File: src/rtl/ex_mem_pkg.sv
// Shared constants for the EX/MEM pipeline register: datapath defaults and
// the branch selector encodings decoded by branch_compare.
package ex_mem_pkg;

    localparam int DEF_DATA_W = 32;
    localparam int DEF_REG_W  = 5;

    localparam logic [5:0] BOP_BGEZ = 6'b100001;
    localparam logic [5:0] BOP_BEQ  = 6'b000100;
    localparam logic [5:0] BOP_BNE  = 6'b000101;
    localparam logic [5:0] BOP_BGTZ = 6'b000111;
    localparam logic [5:0] BOP_BLEZ = 6'b000110;
    localparam logic [5:0] BOP_BLTZ = 6'b011011;

endpackage

File: src/rtl/ex_mem_stage_branch_compare.sv
// Combinational branch resolution on the signed ALU operands; unknown
// selectors, non-branches and invalid entries resolve to not taken.
module branch_compare
    import ex_mem_pkg::*;
#(
    parameter int DATA_W = DEF_DATA_W
) (
    input  logic [DATA_W-1:0] A,
    input  logic [DATA_W-1:0] B,
    input  logic [5:0]        BranchOp,
    input  logic              IsBranch,
    input  logic              InValid,
    output logic              taken
);

    logic a_neg_s;
    logic a_zero_s;
    logic cond_s;

    assign a_neg_s  = A[DATA_W-1];
    assign a_zero_s = (A == {DATA_W{1'b0}});

    // Condition decode; sign-bit tests are the signed compares against zero.
    always_comb begin
        cond_s = 1'b0;
        case (BranchOp)
            BOP_BGEZ: cond_s = ~a_neg_s;
            BOP_BEQ:  cond_s = (A == B);
            BOP_BNE:  cond_s = (A != B);
            BOP_BGTZ: cond_s = ~a_neg_s & ~a_zero_s;
            BOP_BLEZ: cond_s = a_neg_s | a_zero_s;
            BOP_BLTZ: cond_s = a_neg_s;
            default:  cond_s = 1'b0;
        endcase
    end

    assign taken = cond_s & IsBranch & InValid;

endmodule

File: src/rtl/ex_mem_stage.sv
// EX/MEM pipeline register with branch resolution, one-shot taken pulse and
// squash of the wrong-path entry that follows a taken branch.
module ex_mem_stage
    import ex_mem_pkg::*;
#(
    parameter int DATA_W = DEF_DATA_W,
    parameter int REG_W  = DEF_REG_W
) (
    input  logic              Clk,
    input  logic              Rst,
    input  logic              Stall,
    input  logic              Flush,
    input  logic              InValid,
    input  logic              IsBranch,
    input  logic [5:0]        BranchOp,
    input  logic [DATA_W-1:0] A,
    input  logic [DATA_W-1:0] B,
    input  logic [DATA_W-1:0] ALUResult,
    input  logic [DATA_W-1:0] WriteData,
    input  logic [DATA_W-1:0] BranchTarget,
    input  logic [REG_W-1:0]  WriteReg,
    input  logic              RegWrite,
    input  logic              MemRead,
    input  logic              MemWrite,
    input  logic              MemToReg,
    output logic              OutValid,
    output logic              OutRegWrite,
    output logic              OutMemRead,
    output logic              OutMemWrite,
    output logic              OutMemToReg,
    output logic [DATA_W-1:0] OutALUResult,
    output logic [DATA_W-1:0] OutWriteData,
    output logic [DATA_W-1:0] OutBranchTarget,
    output logic [REG_W-1:0]  OutWriteReg,
    output logic              BranchTaken,
    output logic              FlushUp
);

    logic              taken_s;
    logic              branch_taken_s;
    logic              bubble_s;

    logic              valid_r;
    logic              reg_write_r;
    logic              mem_read_r;
    logic              mem_write_r;
    logic              mem_to_reg_r;
    logic [DATA_W-1:0] alu_result_r;
    logic [DATA_W-1:0] write_data_r;
    logic [DATA_W-1:0] branch_target_r;
    logic [REG_W-1:0]  write_reg_r;
    logic              taken_r;
    logic              reported_r;

    branch_compare #(.DATA_W(DATA_W)) u_branch_compare (
        .A        (A),
        .B        (B),
        .BranchOp (BranchOp),
        .IsBranch (IsBranch),
        .InValid  (InValid),
        .taken    (taken_s)
    );

    // A squash only applies when the stage would capture; a stalled branch keeps its slot.
    assign branch_taken_s = taken_r & valid_r & ~reported_r;
    assign bubble_s       = Flush | (branch_taken_s & ~Stall);

    // Stage register: reset, bubble, capture, or hold while remembering the reported pulse.
    always_ff @(posedge Clk or posedge Rst) begin
        if (Rst) begin
            valid_r         <= 1'b0;
            reg_write_r     <= 1'b0;
            mem_read_r      <= 1'b0;
            mem_write_r     <= 1'b0;
            mem_to_reg_r    <= 1'b0;
            alu_result_r    <= {DATA_W{1'b0}};
            write_data_r    <= {DATA_W{1'b0}};
            branch_target_r <= {DATA_W{1'b0}};
            write_reg_r     <= {REG_W{1'b0}};
            taken_r         <= 1'b0;
            reported_r      <= 1'b0;
        end else if (bubble_s) begin
            valid_r         <= 1'b0;
            reg_write_r     <= 1'b0;
            mem_read_r      <= 1'b0;
            mem_write_r     <= 1'b0;
            mem_to_reg_r    <= 1'b0;
            alu_result_r    <= {DATA_W{1'b0}};
            write_data_r    <= {DATA_W{1'b0}};
            branch_target_r <= {DATA_W{1'b0}};
            write_reg_r     <= {REG_W{1'b0}};
            taken_r         <= 1'b0;
            reported_r      <= 1'b0;
        end else if (!Stall) begin
            valid_r         <= InValid;
            reg_write_r     <= RegWrite & (WriteReg != {REG_W{1'b0}});
            mem_read_r      <= MemRead;
            mem_write_r     <= MemWrite;
            mem_to_reg_r    <= MemToReg;
            alu_result_r    <= ALUResult;
            write_data_r    <= WriteData;
            branch_target_r <= BranchTarget;
            write_reg_r     <= WriteReg;
            taken_r         <= taken_s;
            reported_r      <= 1'b0;
        end else begin
            reported_r      <= reported_r | branch_taken_s;
        end
    end

    assign OutValid        = valid_r;
    assign OutRegWrite     = reg_write_r;
    assign OutMemRead      = mem_read_r;
    assign OutMemWrite     = mem_write_r;
    assign OutMemToReg     = mem_to_reg_r;
    assign OutALUResult    = alu_result_r;
    assign OutWriteData    = write_data_r;
    assign OutBranchTarget = branch_target_r;
    assign OutWriteReg     = write_reg_r;
    assign BranchTaken     = branch_taken_s;
    assign FlushUp         = branch_taken_s;

endmodule

File: config.mk
export PLATFORM = sky130hd
export DESIGN_NAME = ex_mem_stage
export DESIGN_NICKNAME = d
export VERILOG_FILES = /design/src/rtl/ex_mem_pkg.sv /design/src/rtl/ex_mem_stage_branch_compare.sv /design/src/rtl/ex_mem_stage.sv
export SDC_FILE = /design/constraint.sdc
export NUM_CORES = 1
export LEC_CHECK = 0
export ABC_AREA = 1
export BUFFER_PORTS_ARGS = -buffer_cell sky130_fd_sc_hd__buf_2
export CORE_ASPECT_RATIO = 0.7
export CORE_MARGIN = 5
export CORE_UTILIZATION = 43
export DETAILED_ROUTE_END_ITERATION = 12
export GPL_TIMING_DRIVEN = 0
export PLACE_DENSITY = 0.83
export SLEW_MARGIN = 20
export SYNTH_ARGS = -nofsm -noshare
export SYNTH_HDL_FRONTEND = slang
export SYNTH_SLANG_ARGS = --single-unit
File: constraint.sdc
create_clock -name Clk -period 5.2 [get_ports Clk]
set_clock_uncertainty 0.05 [all_clocks]
set_input_delay 1.04 -clock Clk [delete_from_list [all_inputs] [get_ports Clk]]
set_output_delay 1.04 -clock Clk [all_outputs]
set_load 0.03 [all_outputs]
Yosys cells after proc, flatten, opt, wreduce, memory -nomap -nowiden
Cells that the tools add are included.

operators by class
  bitwise operators = 14
  reductions and logical operators = 2
  mux-type cells = 23
  equality and inequality tests = 9

operator list
  operator              number
  $mux W32              6
  $eq A32 B32 Y1        1
  $logic_not A32 Y1     1
  $ne A32 B32 Y1        1
  $eq A6 B3 Y1 const B  4
  $mux W1               14
  $mux W5               2
  $and A1 B1 Y1         7
  $eq A6 B5 Y1 const B  1
  $eq A6 B6 Y1 const B  1
  $pmux W1 S6           1
  $reduce_bool A5 Y1    1
  $not A1 Y1            4
  $or A1 B1 Y1          3
  $ne A2 B1 Y1 const B  1

word-level totals
  bits of input ports = 181
  output and inout bits = 108
  flip-flop bits (word level) = 108
  logic and storage cells = 59

Longest topological paths before layout
Gate-level depths: netlist of the first run.

  depth after elaboration = 8
  gate-level depth with buffers = 13

Modules after synthesis
From an unflattened synthesis of the first run, not the netlist that was laid out.

second synthesis, totals
  cells, all modules = 630
  area, all modules = 5,041.1 µm²

by module, submodules not included
  module          area each (µm²)  sequential area each (µm²)  times used  cells each
  ex_mem_stage    4,304.1          2,702.6                     1           480
  branch_compare  737.0            0.0                         1           150

Worst setup path after synthesis of the first run
OpenSTA, ideal clock, no wires.

  path type = register -> output
  start = register valid_r (netlist: OutValid)
  end = output port FlushUp
  buffers on the path = 1
  data arrival time = 1.127 ns
  path slack = 2.983 ns
  cell stages (with the launch flop) = 4
  path through = dfrtp_1 > nand2_1 > nor2_4 > buf_4

between the ends
  cells in the longest elaborated chain, start to end = 2

ends and longest elaborated chain
  item                         line                RTL
  from (decl)                  ex_mem_stage.sv:43  logic valid_r;
  from (signal assigned)       ex_mem_stage.sv:95  valid_r <= InValid;
  $and A1 B1 Y1 (2 in series)  ex_mem_stage.sv:65  assign branch_taken_s = taken_r & valid_r & ~reported_r;
  to (decl)                    ex_mem_stage.sv:36  output logic FlushUp

No other way between the ends.

Worst setup path in the final report of the first run
Ends and elaborated chain as after synthesis.

==> insert_results.sql, run 1 <==
INSERT INTO impl_metrics (metric_group, metric, value, unit) VALUES
('critical_path', 'cp_slowest_stage_delay', '0.41', 'ns'),
('clock_network', 'cts-htree-levels', '3', ''),
('sta', 'fmaxAchievable', '414', 'MHz'),
('clock_network', 'postCtsSetupRepairBufs', '0', ''),
('critical_path', 'crit_path_end_kind', 'output pin', ''),
('place', 'post-dp-hpwl', '12500', 'um'),
('sta', 'grt_setup_unrepaired', 'false', ''),
('drt', 'detail-route-antenna-nets', '0', ''),
('power', 'share_clk_of_total_power', '32.1', '%'),
('grt', 'first_global_vias', '4700', ''),
('drt', 'num_vias', '4778', ''),
('critical_path', 'r2r_end', 'taken_r', ''),
('sta', 'hold_viol_final', '0', ''),
('place', 'placement.io_buffers', '288', ''),
('drt', 'route.final.wire_length', '15700', 'um'),
('clock_network', 'cts_tree', 'yes', ''),
('grt', 'grt_first_pass_wirelength', '24400', 'um'),
('power', 'report.power.total', '1.96', 'mW'),
('sta', 'timing.final.setup_violations', '0', ''),
('die', 'design.portCount', '289', ''),
('finish', 'area.growth.synth_to_final', '40.6', '%'),
('power', 'switching_share', '30.3', '%'),
('clock_network', 'cts_made_buffers', '9', ''),
('place', 'gp_congestion', '0.961', ''),
('die', 'std_cell_rows', '32', ''),
('grt', 'grt_use_met1', '31.3', '%'),
('clock_network', 'cts_hold_buffers', '0', ''),
('critical_path', 'arrival', '1.33', 'ns'),
('power', 'combinationalPowerShare', '20.8', '%'),
('grt', 'antenna_violations_before_repair', '1', ''),
('sta', 'measured_slew_at_the_worst_slew_check_pin', '0.582', 'ns'),
('synth', 'synth_area_per_cell', '9.07', 'um2'),
('grt', 'met2_usage', '37.4', '%'),
('grt', 'grt_util_met3', '6.85', '%'),
('synth', 'ys_seq_elements', '108', ''),
('synth', 'synth_cells', '527', ''),
('worst_hold_path', 'hold_end', 'OutBranchTarget[24]', ''),
('clock_network', 'clock_tree.buffer_depth', '2', ''),
('critical_path', 'path_class', 'reg2out', ''),
('finish', 'final_area', '0.00672', 'mm2'),
('power', 'leakage_power_total', '3.97', 'nW'),
('worst_hold_path', 'class_of_the_tightest_hold_or_removal_check', 'reg2reg', ''),
('clock_network', 'numClockSinks', '108', ''),
('synth', 'yosys-top-cells-area', 'sky130_fd_sc_hd__dfrtp_1 57%, sky130_fd_sc_hd__nand2_1 14%, sky130_fd_sc_hd__a22o_1 8.8%, sky130_fd_sc_hd__nand3_1 6.3%, sky130_fd_sc_hd__xnor2_1 4.2%', ''),
('sta', 'max-slew-margin-rel', '61.2', '%'),
('synth', 'post_synth_instance_area', '0.00478', 'mm2'),
('drt', 'drcViolationCount', '0', ''),
('critical_path', 'ff2ff_setup_slack', '3.48', 'ns'),
('grt', 'globalRoute.totalOverflow', '0', ''),
('status', 'result_of_the_run', 'finished, final reports clean', ''),
('drt', 'route.detailed.vias_per_inst', '4.85', ''),
('drt', 'detailedRoute.firstPassIterationCount', '5', ''),
('worst_hold_path', 'hold_start', 'OutBranchTarget[24]', ''),
('worst_hold_path', 'worstHoldPathCells', '2', ''),
('critical_path', 'r2r-start', 'OutValid', ''),
('critical_path', 'critPathRequiredTime', '4.11', 'ns'),
('power', 'internal_power', '1.36', 'mW'),
('synth', 'yosysWarningCount', '0', ''),
('synth', 'yosys.cell_types.count', '21', ''),
('grt', 'largest_net_degree_at_the_start_of_global_routing', '79', ''),
('clock_network', 'post_cts_resize_count', '0', ''),
('finish', 'post_route_cells_drive_above_1_share', '38.6', '%'),
('grt', 'grt_util_all_layers', '23.0', '%'),
('grt', 'grt_busiest_layer', 'met2', ''),
('synth', 'area_fraction_of_the_dominant_cell_type_after_synthesis', '56.5', '%'),
('sta', 'final.min_clock_period', '2.42', 'ns'),
('power', 'total_switching_power', '0.594', 'mW'),
('sta', 'fin_crit_sh', '46.5', '%'),
('die', 'die_width', '136', 'um'),
('die', 'core_area', '0.0109', 'mm2'),
('drt', 'detail_route.wl_per_cell', '15.9', 'um');
[worst max-delay path, delay by kind of cell (launching register included)]
kind | cells | cell delay [ns]
flip-flops | 1 | 0.41
buffers and inverters | 2 | 0.31
AND/OR/NAND/NOR | 2 | 0.27
[layout by cell type (no fill, tap or decap), types with 2 or more instances in the layout]
cell,netlist,final
sky130_fd_sc_hd__a21oi_1,2,2
sky130_fd_sc_hd__a22o_1,48,48
sky130_fd_sc_hd__buf_1,4,4
sky130_fd_sc_hd__buf_2,7,295
sky130_fd_sc_hd__buf_6,2,2
sky130_fd_sc_hd__clkbuf_1,13,13
sky130_fd_sc_hd__clkbuf_16,0,9
sky130_fd_sc_hd__clkinvlp_4,0,2
sky130_fd_sc_hd__dfrtp_1,108,108
sky130_fd_sc_hd__inv_1,29,28
sky130_fd_sc_hd__inv_2,2,2
sky130_fd_sc_hd__inv_6,0,2
sky130_fd_sc_hd__nand2_1,176,176
sky130_fd_sc_hd__nand3_1,60,60
sky130_fd_sc_hd__nand4_1,6,6
sky130_fd_sc_hd__nor2_1,35,35
sky130_fd_sc_hd__nor2_4,2,2
sky130_fd_sc_hd__nor3_1,2,2
sky130_fd_sc_hd__o21ai_0,4,4
sky130_fd_sc_hd__xnor2_1,23,23
[power by group through the flow]
stage	Clock, mW	Combinational [mW]	Sequential, mW
global placement	0	0.400	0.936
finish	0.629	0.407	0.922
floorplan	0	0.124	1.04
CTS	0.650	0.411	0.921
global route	0.683	0.441	0.929
detailed placement	0	0.410	0.936
[sequential cells by signal, indices dropped and copies added, names as in the netlist]
register,cells
OutALUResult,32
OutBranchTarget,32
OutWriteData,32
OutWriteReg,5
OutMemRead,1
OutMemToReg,1
OutMemWrite,1
OutRegWrite,1
OutValid,1
reported_r,1
taken_r,1
[logic make-up (layout without fill, tap and decap cells)]
logic type	count (synthesis)	in the layout	share of synthesized area, %
compound gates	55	55	9.58
buf+inv	58	362	5.13
other cells	0	1	0
simple gates	283	283	24.6
xor+xnor	23	23	4.21
flops	108	108	56.5
[cell usage after synthesis]
library cell	n
sky130_fd_sc_hd__nand4_1	6
sky130_fd_sc_hd__dfrtp_1	108
sky130_fd_sc_hd__buf_1	4
sky130_fd_sc_hd__nand3_1	60
sky130_fd_sc_hd__xnor2_1	23
sky130_fd_sc_hd__buf_4	1
sky130_fd_sc_hd__buf_2	7
sky130_fd_sc_hd__nor2_1	35
sky130_fd_sc_hd__o31ai_1	1
sky130_fd_sc_hd__inv_1	29
sky130_fd_sc_hd__inv_2	2
sky130_fd_sc_hd__a22o_1	48
sky130_fd_sc_hd__nand2_2	1
sky130_fd_sc_hd__o21ai_0	4
sky130_fd_sc_hd__nand2_1	176
sky130_fd_sc_hd__nor2_4	2
sky130_fd_sc_hd__nor3_1	2
sky130_fd_sc_hd__a21oi_1	2
sky130_fd_sc_hd__buf_6	2
sky130_fd_sc_hd__clkbuf_1	13
sky130_fd_sc_hd__nor2_2	1
[layout make-up]
class                      count  area [um2]  area share (%)
buffer                        27         129            1.92
tap                          153         191            2.85
timing repair buffer         289        1470            21.8
inverter                      31         121            1.80
clock buffer                   9         225            3.35
multi-input combinational    361        1830            27.3
antenna                        1        2.50          0.0372
sequential                   108        2700            40.2
clock inverter                 6        48.8           0.726
[metrics by stage]
| step | hold WS (ns) | util, % | setup WS [ns] | std cells |
|---|---|---|---|---|
| after floorplan | 0.421 | - | 1.26 | 527 |
| after global placement | 0.408 | 58.7 | 0.0628 | 968 |
| after detailed placement | 0.410 | 59.0 | 2.66 | 969 |
| after CTS | 0.429 | 61.5 | 2.75 | 984 |
| after global routing | 0.449 | 61.5 | 2.66 | 984 |
| final | 0.426 | 61.5 | 2.78 | 985 |
[routing by layer]
metal / up-vias / routed length (um)
li1: 2325 / -
met1: 2244 / 6900
met2: 195 / 7430
met3: 12 / 1240
met4: 2 / 119
met5: - / 11
[worst max path at each step]
stage | from | endpoint | slack (ns)
2_1_floorplan | Rst | OutALUResult[0] | 1.26
3_3_place_gp | Rst | OutMemWrite | 0.06
3_5_place_dp | Flush | OutBranchTarget[9] | 2.66
4_1_cts | OutValid | FlushUp | 2.75
5_1_grt | OutValid | FlushUp | 2.66
6_report | OutValid | FlushUp | 2.78
No activity file was read; power rests on OpenSTA's default activity.
==> run 2, diff against run 1 <==
clock period = 2.5 ns   (was 5.2 ns; I/O delays follow)
==> insert_results.sql, run 2 (synthesized netlist as in run 1, its figures left out) <==
INSERT INTO impl_metrics (metric_group, metric, value, unit) VALUES
('die', 'design.portCount', '289', ''),
('sta', 'measured_slew_at_the_worst_slew_check_pin', '0.627', 'ns'),
('sta', 'fin_crit_sh', '73.8', '%'),
('critical_path', 'critPathRequiredTime', '1.95', 'ns'),
('critical_path', 'cp_slowest_stage_delay', '0.41', 'ns'),
('die', 'die_width', '136', 'um'),
('clock_network', 'post_cts_resize_count', '0', ''),
('clock_network', 'numClockSinks', '108', ''),
('clock_network', 'cts_hold_buffers', '0', ''),
('clock_network', 'ctsRootBufferMaster', 'sky130_fd_sc_hd__clkbuf_16', ''),
('clock_network', 'cts_made_buffers', '9', ''),
('finish', 'final_area', '0.00676', 'mm2'),
('finish', 'layout_commonest_cell', 'sky130_fd_sc_hd__buf_2', ''),
('power', 'leakage_power_total', '3.98', 'nW'),
('grt', 'grt_first_pass_wirelength', '23700', 'um'),
('drt', 'detailedRoute.firstPassIterationCount', '5', ''),
('die', 'initial_utilization', '43.7', '%'),
('place', 'placedCellCount', '971', ''),
('drt', 'route.detailed.vias_per_inst', '4.84', ''),
('die', 'die_height', '98.2', 'um'),
('place', 'postPlaceCellArea', '0.00648', 'mm2'),
('critical_path', 'timing.critical_path.cells', 'nand2_1 > nor2_4 > buf_4 > buf_2', ''),
('critical_path', 'critPathLaunchType', 'flip-flop', ''),
('place', 'placement.io_buffers', '288', ''),
('grt', 'largest_net_degree_at_the_start_of_global_routing', '36', ''),
('finish', 'antennaDiodeCount', '0', ''),
('critical_path', 'crit_path_end_kind', 'output pin', ''),
('place', 'gp_congestion', '0.879', ''),
('sta', 'grt_setup_unrepaired', 'false', ''),
('finish', 'area.growth.synth_to_final', '41.4', '%'),
('die', 'die_area', '0.0134', 'mm2'),
('critical_path', 'path_class', 'reg2out', ''),
('finish', 'post_route_cells_drive_above_1_share', '38.8', '%'),
('sta', 'hold_viol_final', '0', ''),
('sta', 'max-slew-margin-rel', '58.2', '%'),
('finish', 'layout_common_cells', '295 x sky130_fd_sc_hd__buf_2, 176 x sky130_fd_sc_hd__nand2_1, 108 x sky130_fd_sc_hd__dfrtp_1', ''),
('clock_network', 'cts-htree-levels', '3', ''),
('drt', 'drcViolationCount', '0', ''),
('grt', 'antenna_violations_before_repair', '1', ''),
('drt', 'route.final.wire_length', '15000', 'um'),
('finish', 'nNetsFinal', '1010', ''),
('status', 'result_of_the_run', 'finished, final reports clean', ''),
('grt', 'grt_util_all_layers', '22.4', '%'),
('drt', 'detail-route-antenna-nets', '0', ''),
('sta', 'timing.final.setup_violations', '0', ''),
('finish', 'seq_area', '0.00270', 'mm2'),
('die', 'core_area', '0.0109', 'mm2'),
('sta', 'setup_total_negative_slack', '0', 'ns'),
('run', 'drv.max_cap_violation_count', '0', ''),
('critical_path', 'crit_path_max_fanout', '4', ''),
('power', 'p_per_area', '606', 'mW/mm2'),
('clock_network', 'clock_tree.buffer_depth', '2', ''),
('clock_network', 'clkTransAtPathRegs', '0.07', 'ns'),
('sta', 'final.min_clock_period', '1.84', 'ns'),
('die', 'std_cell_rows', '32', ''),
('power', 'max-vdd-ir-drop', '0.295', 'mV'),
('grt', 'first_global_vias', '4644', ''),
('critical_path', 'arrival', '1.29', 'ns'),
('drt', 'detail_route.wl_per_cell', '15.2', 'um'),
('finish', 'multi_input_logic_area', '0.00183', 'mm2'),
('sta', 'fmaxAchievable', '542', 'MHz'),
('grt', 'globalRoute.totalOverflow', '0', ''),
('drt', 'num_vias', '4768', ''),
('critical_path', 'path_delay_family', 'flip-flops', ''),
('place', 'post-dp-hpwl', '12100', 'um'),
('critical_path', 'critical_path_buf_inv_count', '2', ''),
('clock_network', 'clock_insertion_delay_worst_skew', '0.33', 'ns'),
('critical_path', 'critPathSlowestCell', 'sky130_fd_sc_hd__dfrtp_1', ''),
('worst_hold_path', 'class_of_the_tightest_hold_or_removal_check', 'in2async', ''),
('clock_network', 'postCtsSetupRepairBufs', '0', ''),
('drt', 'detailedRoute.firstIterationViolations', '250', ''),
('finish', 'final_cells', '986', ''),
('finish', 'num-fill-cells', '949', ''),
('sta', 'finalMaxSlewViolations', '0', ''),
('clock_network', 'cts_tree', 'yes', '');
==> run 2: path summary, 6_finish.rpt <==
check | start | to | slack [ns] | depth (start not counted)
min in group Clk | ALUResult[10] | OutALUResult[10] | 0.33 | 2
worst min-delay path | Rst | OutALUResult[13] | 0.09 | 2
worst max register to register | OutValid | OutWriteData[29] | 0.85 | 8
max in group asynchronous | Rst | OutBranchTarget[6] | 1.61 | 4
worst max-delay path | OutValid | FlushUp | 0.66 | 4
worst min register to register | OutBranchTarget[8] | OutBranchTarget[8] | 0.42 | 2
==> run 2: where the power goes <==
part / switching, mW / internal [mW] / leakage [nW]
Combinational: 0.541 / 0.305 / 2.43
Clock: 0.626 / 0.712 / 0.137
Sequential: 0.0607 / 1.86 / 1.42
==> run 2: cell type report <==
type | instances | share of cell area (%)
inverter | 31 | 1.78
buffer | 27 | 1.91
tap | 153 | 2.83
multi-input combinational | 361 | 27.1
sequential | 108 | 40.0
clock buffer | 10 | 3.53
clock inverter | 5 | 0.666
timing repair buffer | 291 | 22.2
==> run 2: per-layer routing <==
layer  part of all wire (%)  GRT usage [%]
met1                     43           29.8
met4                    1.2           5.11
met3                    8.6           6.95
met5                  0.047              0
met2                     47           36.3
==> run 2: stage by stage <==
step                setup WS, ns  total power [mW]  hold slack (ns)  utilization, %
global route               0.586              4.31           0.0993            61.9
CTS                        0.640              4.15           0.0847            61.9
detailed placement         0.459              2.80            0.411            59.3
global placement         -0.0341              2.77            0.407            58.7
floorplan                  0.648              2.43            0.421               -
finish                     0.656              4.10           0.0920            61.9
==> run 3, diff against run 2 <==
clock period = 1.7 ns   (was 2.5 ns; I/O delays follow)
==> insert_results.sql, run 3 (synthesized netlist as in run 1, its figures left out) <==
INSERT INTO impl_metrics (metric_group, metric, value, unit) VALUES
('finish', 'antennaDiodeCount', '0', ''),
('power', 'report.power.total', '6.04', 'mW'),
('sta', 'finalMaxSlewViolations', '0', ''),
('die', 'initial_utilization', '43.7', '%'),
('drt', 'detailedRoute.firstIterationViolations', '244', ''),
('worst_hold_path', 'class_of_the_tightest_hold_or_removal_check', 'in2reg', ''),
('critical_path', 'critPathSlowestCell', 'sky130_fd_sc_hd__dfrtp_1', ''),
('drt', 'detail_route.wl_per_cell', '15.3', 'um'),
('clock_network', 'cts-htree-levels', '3', ''),
('clock_network', 'numClockSinks', '108', ''),
('clock_network', 'ctsRootBufferMaster', 'sky130_fd_sc_hd__clkbuf_16', ''),
('place', 'gp_congestion', '0.879', ''),
('sta', 'final.min_clock_period', '1.66', 'ns'),
('critical_path', 'timing.critical_path.cells', 'nand2_2 > nor2_4 > buf_4 > buf_6', ''),
('place', 'placement.io_buffers', '288', ''),
('clock_network', 'cts_made_buffers', '9', ''),
('critical_path', 'crit_path_end_kind', 'output pin', ''),
('sta', 'setup_total_negative_slack', '0', 'ns'),
('grt', 'globalRoute.totalOverflow', '0', ''),
('die', 'std_cell_rows', '32', ''),
('sta', 'final.setup.worst_slack', '0.0399', 'ns'),
('critical_path', 'path_class', 'reg2out', ''),
('power', 'max-vdd-ir-drop', '0.434', 'mV'),
('grt', 'first_global_vias', '4663', ''),
('place', 'post-dp-hpwl', '12100', 'um'),
('clock_network', 'cts_tree', 'yes', ''),
('clock_network', 'clkTransAtPathRegs', '0.07', 'ns'),
('finish', 'seq_area', '0.00270', 'mm2'),
('finish', 'area.growth.synth_to_final', '42.2', '%'),
('sta', 'fmaxAchievable', '602', 'MHz'),
('finish', 'layout_common_cells', '294 x sky130_fd_sc_hd__buf_2, 175 x sky130_fd_sc_hd__nand2_1, 108 x sky130_fd_sc_hd__dfrtp_1', ''),
('status', 'result_of_the_run', 'finished, final reports clean', ''),
('finish', 'num-fill-cells', '940', ''),
('drt', 'num_vias', '4799', ''),
('finish', 'layout_commonest_cell', 'sky130_fd_sc_hd__buf_2', ''),
('clock_network', 'clock_tree.buffer_depth', '2', ''),
('sta', 'timing.final.setup_violations', '0', ''),
('drt', 'detail-route-antenna-nets', '0', ''),
('finish', 'post_route_cells_drive_above_1_share', '39.2', '%'),
('sta', 'max-slew-margin-rel', '61.8', '%'),
('grt', 'antenna_violations_before_repair', '1', ''),
('die', 'core_area', '0.0109', 'mm2'),
('grt', 'largest_net_degree_at_the_start_of_global_routing', '36', ''),
('sta', 'fin_crit_sh', '97.7', '%'),
('drt', 'detailedRoute.firstPassIterationCount', '4', ''),
('place', 'place_worst_setup_slack', '-0.181', 'ns'),
('die', 'design.portCount', '289', ''),
('die', 'die_height', '98.2', 'um'),
('critical_path', 'crit_path_max_fanout', '4', ''),
('drt', 'drcViolationCount', '0', ''),
('drt', 'route.detailed.vias_per_inst', '4.85', ''),
('place', 'placedCellCount', '971', ''),
('sta', 'hold_viol_final', '0', ''),
('critical_path', 'cp_slowest_stage_delay', '0.44', 'ns'),
('critical_path', 'critPathLaunchType', 'flip-flop', ''),
('drt', 'route.final.wire_length', '15100', 'um'),
('grt', 'grt_first_pass_wirelength', '23800', 'um'),
('finish', 'final_cells', '989', ''),
('critical_path', 'arrival', '1.27', 'ns'),
('die', 'die_width', '136', 'um'),
('clock_network', 'clock_insertion_delay_worst_skew', '0.33', 'ns'),
('die', 'die_area', '0.0134', 'mm2'),
('critical_path', 'critPathRequiredTime', '1.31', 'ns'),
('sta', 'measured_slew_at_the_worst_slew_check_pin', '0.573', 'ns'),
('power', 'leakage_power_total', '4.00', 'nW'),
('finish', 'multi_input_logic_area', '0.00184', 'mm2'),
('grt', 'grt_util_all_layers', '22.5', '%'),
('run', 'drv.max_cap_violation_count', '0', ''),
('power', 'p_per_area', '887', 'mW/mm2'),
('finish', 'nNetsFinal', '1013', '');
[run 3: repair_timing]
item | CTS | global route
buffers inserted | 3 | 0
hold endpoints to repair | 13 | 0
hold buffers | 1 | 0
setup endpoints to repair | 1 | 12
pin swaps | 1 | 1
gates resized for setup | 0 | 5
[run 3: layout make-up]
| class | instances | area share (%) |
|---|---|---|
| Timing Repair Buffer | 295 | 22.6 |
| Multi-Input combinational cell | 361 | 27.0 |
| Clock buffer | 10 | 3.51 |
| Clock inverter | 5 | 0.662 |
| Inverter | 31 | 1.77 |
| Buffer | 26 | 1.86 |
| Sequential cell | 108 | 39.7 |
| Tap cell | 153 | 2.81 |
[run 3: final timing paths]
check | start | to | slack [ns] | cells past startpoint
max | OutValid | FlushUp | 0.04 | 4
min | ALUResult[10] | OutALUResult[10] | 0.17 | 2
max reg2reg | OutValid | OutWriteData[3] | 0.12 | 7
min reg2reg | OutBranchTarget[8] | OutBranchTarget[8] | 0.42 | 2
max in group asynchronous | Rst | OutBranchTarget[6] | 0.40 | 5
min in group asynchronous | Rst | OutALUResult[13] | 0.50 | 3
[run 3: through the flow]
stage	cell area, um2	hold slack, ns	util [%]
finish	6800	0.168	62.2
global route	6800	0.150	62.2
CTS	6800	0.147	62.2
detailed placement	6480	0.293	59.3
global placement	6420	0.407	58.7
floorplan	4790	0.421	-
[run 3: worst max-delay path, delay by kind of cell (launching register included)]
kind | cells | cell delay [ns]
buffers and inverters | 2 | 0.25
flip-flops | 1 | 0.44
AND/OR/NAND/NOR | 2 | 0.25
[run 3: report_power, final]
group	total [mW]	leakage (nW)	switching [mW]	internal (mW)
Sequential	2.82	1.42	0.0902	2.73
Combinational	1.25	2.45	0.795	0.454
Clock	1.97	0.137	0.920	1.05
[run 3: layer usage]
| metal | track usage [%] | vias to the layer above | part of all wire (%) |
|---|---|---|---|
| met2 | 36.6 | 187 | 48 |
| met1 | 29.7 | 2255 | 43 |
| met3 | 7.05 | 20 | 8.4 |
| li1 | - | 2335 | - |
| met5 | 0 | - | 0.046 |
| met4 | 5.11 | 2 | 1.2 |
